[src/rtl/led_scan_mux.sv]
// led_scan_mux: 4-digit multiplexed LED scanner with inter-digit blanking and per-frame snapshot.
// Optional LED_SCAN_BRIGHTNESS_EN adds a Bright[2:0] duty control.
module led_scan_mux #(
  parameter int SCAN_DIV     = 1000,
  parameter int BLANK_CYCLES = 16
) (
  input  logic       CLK,
  input  logic       Reset,
  input  logic       En,
`ifdef LED_SCAN_BRIGHTNESS_EN
  input  logic [2:0] Bright,
`endif
  input  logic [0:7] LED1,
  input  logic [0:7] LED2,
  input  logic [0:7] LED3,
  input  logic [0:7] LED4,
  output logic [3:0] AN,
  output logic [0:7] SEG,
  output logic       FrameTick
);

  localparam int MAXV =
    (SCAN_DIV > BLANK_CYCLES) ? SCAN_DIV : BLANK_CYCLES;
  localparam int CW = (MAXV > 2) ? $clog2(MAXV) : 1;

  localparam logic [CW-1:0] BLAST = CW'(BLANK_CYCLES - 1);
  localparam logic [CW-1:0] SLAST = CW'(SCAN_DIV - 1);

  typedef enum logic {
    BLANK,
    SHOW
  } st_t;

  st_t           st, nst;
  logic [1:0]    idx, nidx;
  logic [CW-1:0] cnt, ncnt;
  logic [0:7]    snap  [4];
  logic [0:7]    nsnap [4];
  logic          lit;
  logic [3:0]    an_n;
  logic [0:7]    seg_n;
  logic          ft_n;

`ifdef LED_SCAN_BRIGHTNESS_EN
  logic [2:0]  br, nbr;
  logic [31:0] thr;
`endif

  // Next-state, including the once-per-frame snapshot
  always_comb begin
    nst   = st;
    nidx  = idx;
    ncnt  = cnt;
    nsnap = snap;
`ifdef LED_SCAN_BRIGHTNESS_EN
    nbr   = br;
`endif
    if (!En) begin
      nst  = BLANK;
      nidx = 2'd0;
      ncnt = '0;
    end else begin
      if (st == BLANK && idx == 2'd0 && cnt == '0) begin
        nsnap[0] = LED4;
        nsnap[1] = LED3;
        nsnap[2] = LED2;
        nsnap[3] = LED1;
`ifdef LED_SCAN_BRIGHTNESS_EN
        nbr      = Bright;
`endif
      end
      unique case (st)
        BLANK: begin
          if (cnt == BLAST) begin
            nst  = SHOW;
            ncnt = '0;
          end else begin
            ncnt = cnt + 1'b1;
          end
        end
        SHOW: begin
          if (cnt == SLAST) begin
            nst  = BLANK;
            ncnt = '0;
            nidx = idx + 2'd1;
          end else begin
            ncnt = cnt + 1'b1;
          end
        end
        default: begin
          nst  = BLANK;
          ncnt = '0;
        end
      endcase
    end
  end

  // Outputs are decoded from next state so they align with it
  always_comb begin
`ifdef LED_SCAN_BRIGHTNESS_EN
    thr = ((32'(nbr) + 32'd1) * 32'(SCAN_DIV)) >> 3;
    lit = (32'(ncnt) < thr);
`else
    lit = 1'b1;
`endif
    an_n  = 4'b1111;
    seg_n = 8'hFF;
    ft_n  = 1'b0;
    if (nst == SHOW) begin
      if (lit) begin
        an_n[nidx] = 1'b0;
        seg_n      = nsnap[nidx];
      end
      ft_n = (nidx == 2'd3) && (ncnt == SLAST);
    end
  end

  always_ff @(posedge CLK) begin
    if (!Reset) begin
      st        <= BLANK;
      idx       <= 2'd0;
      cnt       <= '0;
      AN        <= 4'b1111;
      SEG       <= 8'hFF;
      FrameTick <= 1'b0;
      for (int i = 0; i < 4; i++) snap[i] <= 8'hFF;
`ifdef LED_SCAN_BRIGHTNESS_EN
      br        <= 3'd7;
`endif
    end else begin
      st        <= nst;
      idx       <= nidx;
      cnt       <= ncnt;
      AN        <= an_n;
      SEG       <= seg_n;
      FrameTick <= ft_n;
      for (int i = 0; i < 4; i++) snap[i] <= nsnap[i];
`ifdef LED_SCAN_BRIGHTNESS_EN
      br        <= nbr;
`endif
    end
  end

endmodule

[config.mk]
export PLATFORM = sky130hd
export DESIGN_NAME = led_scan_mux
export DESIGN_NICKNAME = d
export VERILOG_FILES = /design/src/rtl/led_scan_mux.sv
export SDC_FILE = /design/constraint.sdc
export NUM_CORES = 1
export LEC_CHECK = 0
export CAP_MARGIN = 0
export CORE_ASPECT_RATIO = 0.75
export CORE_UTILIZATION = 43
export DETAILED_ROUTE_END_ITERATION = 10
export DONT_BUFFER_PORTS = 1
export HOLD_SLACK_MARGIN = 0.15
export SLEW_MARGIN = 0
export SYNTH_ARGS = -nofsm -noshare
export SYNTH_HDL_FRONTEND = slang
export SYNTH_SLANG_ARGS = --single-unit
export TNS_END_PERCENT = 100
[constraint.sdc]
create_clock -name CLK -period 2.89 [get_ports CLK]
set_clock_uncertainty 0.15 [all_clocks]
set_input_delay 0.7225 -clock CLK [delete_from_list [all_inputs] [get_ports CLK]]
set_output_delay 0.7225 -clock CLK [all_outputs]
set_load 0.03 [all_outputs]
==> metrics.md <==
| Metric | Value |
|---|---|
| Setup-failing EPs final | `0` |
| Final Slew Violations | `0` |
| Final Non-Filler Cells | `334` |
| Final nets | `292` |
| Vias per cell | `5.368` |
| Synthesized area | `0.002512 mm^2` |
| Unrepaired setup endpoints after global routing | `no` |
| Clk buf depth | `2` |
| Post-DP HPWL | `3665 um` |
| Die Y | `between 60 and 70 um` |
| Post-synth EDFFs | `0` |
| Slew @ Worst Pin | `about 520 ps` |
| Final setup margin | `309.2 ps` |
| Synth area leader | `dfxtp_1` |
| CTS tree | `yes` |
| WP buf/inv | `2` |
| Vias in the first global route | `1,686` |
| Setup Buffers After CTS | `0` |
| Fin crit share | `89.30%` |
| Simple-gate portion of the synthesized area | `21.71%` |
| Synth top area cells | `dfxtp_1, mux2i_1, nand2_1, o22ai_1, nor2_1` |
| Post-cts resize count | `0` |
| Leakage power | `0.001042 uW` |
| Max H-tree Level | `3` |
| Core Area | `0.005497 mm^2` |
| Placer Congestion | `0.8546` |
| FP Rows | `23` |
| Worst Hold Depth | `1` |
| VDD IR max | `roughly 0.37 mV` |
| Syn Area/Cell | `9.814 um^2` |
| Starting density of the core | `a little under half` |
| Pwr Density | `613.1 mW/mm^2` |
| Worst relative slew slack | `64.61%` |
| Share of cells above drive strength 1 | `13.51%` |
| Status | `completed` |
| DRC Markers | `0` |
| Largest net degree at the start of global routing | `34` |
| Initial antenna violation count | `0` |
| Hold Crit Start | `Reset` |
| Critical path arrival | `roughly 2700 ps` |
| CP peak stage delay | `between 400 and 500 ps` |
| CTS Hold Bufs | `0` |
| WL per Instance | `between 15 and 20 um` |
| Post-Synth Adder-Cell Area | `1.494%` |
| Die area | `0.006156 mm^2` |
| Clock slew seen by the registers of the worst setup and hold paths | `approximately 70 ps` |
| Clock buffer count from CTS | `9` |
| Final Util | `between 40% and 50%` |
| Mapped Cells | `256` |
| CP startpoint kind | `register` |
| CP Class | `register to register` |
| First-pass GRT wire length | `between 8000 and 9000 um` |
| Synth top cells by count | `dfxtp_1, nand2_1, mux2i_1` |
| Total track usage | `18.73%` |
| Vias | `1,793` |
| Synth top area share | `46.22%` |
| Synth Area in XOR/XNOR | `3.137%` |
| Largest family of logic cells by synthesized area | `simple AND/OR/NAND/NOR gates` |
| Worst path cell trace | `inv_1 > ha_1 > and4bb_2 > nand4_4 > buf_4 > mux2i_1 > o22ai_1 > or3_1` |
| Initial DRC Count | `123` |
| Hold Violations, Final | `0` |
| CP Data Required Time | `2960 ps` |
| Distinct cell type count after synthesis | `41` |
| Multiplexer area fraction after synthesis | `around an eighth` |
| CP max-delay cell | `dfxtp_1` |
| Worst setup EP type | `register` |
| # clock sinks | `58` |
| Chip width | `90.27 um` |
| Max-Cap Viols | `0` |
| Reg2reg setup slack | `between 300 and 400 ps` |
| Yosys reg bits | `58` |
| Clk_lat worst skew | `approximately 340 ps` |
| Reg-to-Reg Start | `idx[0]` |
| CP top delay family | `simple AND/OR/NAND/NOR gates` |
| Critical R2R Capture | `SEG[4]` |
| Syn_nets | `294` |
| Final min period | `around 2600 ps` |
| Io pins | `48` |
| Routed WL | `5253 um` |
| Seq/Total Area, Yosys | `46.22%` |
| Top_reg_cell synth | `dfxtp_1` |
| Initial DRT Pass Iterations | `4` |
| Critical-path maximum fanout | `12` |
| Global route overflow | `0` |
| Compound-Gate Fraction of Synth Area | `9.711%` |
| Path depth of the worst reg2reg path | `8` |
| Hold WC Path Type | `input pin to register` |
| Share of flip-flops with an asynchronous set or reset | `0%` |
| Yosys warns | `0` |
| Top-count cell post-synth | `dfxtp_1` |
| CTS Root Cell | `clkbuf_8` |
| Setup TNS | `0 ps` |
| ANT nets after route | `0` |
| Diode count | `0` |
| Post-placement cell count | `318` |
| I/O Buffers | `0` |
| Fmax | `between 300 and 400 MHz` |
| Worst slack, placed | `318.8 ps` |
| Area growth syn-to-layout | `8.864%` |
| Fillers | `520` |
| Hold endpoint | `snap[7]` |
worst max-delay path by stage:
| stage | start | end | slack (ps) | depth (start not counted) |
|---|---|---|---|---|
| 2_1_floorplan | En | SEG[2] | 510 | 7 |
| 3_3_place_gp | idx[0] | SEG[3] | 370 | 8 |
| 3_5_place_dp | idx[0] | SEG[4] | 320 | 8 |
| 4_1_cts | idx[0] | SEG[4] | 310 | 8 |
| 5_1_grt | idx[0] | SEG[2] | 200 | 8 |
| 6_report | idx[0] | SEG[4] | 310 | 8 |
kinds of logic after synthesis:
group                    count (synthesis)
flip-flops                              58
XOR/XNOR                                 9
adder cells (fa/ha/maj)                  3
AND/OR/NAND/NOR                         99
buffers and inverters                   23
multiplexers                            32
AO/OA/AOI/OAI                           32
placed cells by master (no fill, tap or decap), types with 2 or more instances in the layout:
cell type	instances
o21ai_4	2
clkinv_2	3
xor2_1	2
buf_4	2
nand4_1	4
and3_1	3
a21oi_1	5
nor2_1	18
nand3_1	5
clkbuf_8	9
inv_1	7
ha_1	3
nor4_1	3
nand4b_1	2
or2_2	4
or3_1	8
dfxtp_1	58
mux2i_1	32
o22ai_1	17
xnor2_1	7
nand2b_1	2
o311a_1	2
or3b_2	2
clkinvlp_4	2
nand2_1	38
nor3_1	3
final cells by class:
class	count	area (um^2)	share of cell area (%)
clock buffer	9	123.9	4.529
clock inverter	7	68.82	2.516
inverter	7	26.28	0.9607
multi-input combinational	175	1226	44.83
sequential	58	1161	42.45
tap	75	93.84	3.431
timing repair buffer	3	35.03	1.281
flip-flops by register name, summed over array words and instances (netlist names):
register and cells:
snap 32, cnt 10, SEG 8, AN 4, idx 2, FrameTick 1
st 1
report_power, final:
| group | internal [uW] | leakage, uW | total, uW | switching [uW] |
|---|---|---|---|---|
| Clock | 395 | 0.0000954 | 730 | 335 |
| Sequential | 830 | 0.000475 | 840 | 9.36 |
| Combinational | 50.4 | 0.000472 | 107 | 57.0 |
| Total | 1280 | 0.00104 | 1680 | 401 |
stage by stage:
stage	instance area, um^2	total power [uW]	hold WS (ps)
floorplan	2512	954.1	291.8
CTS	2735	1697	280.8
global placement	2542	963.4	303.5
detailed placement	2542	964.3	309.2
global route	2735	1750	271.4
finish	2735	1677	298.4
routing by layer:
layer	up-vias	wire length [um]	share of wire, %	track usage, %
met2	49	2131	41	25.95
met4	0	29	0.55	4.839
li1	904	-	-	-
met1	834	2765	53	25.44
met3	6	326	6.2	9.444
met5	-	0	0	0
Power figures use the tool's default switching activity.
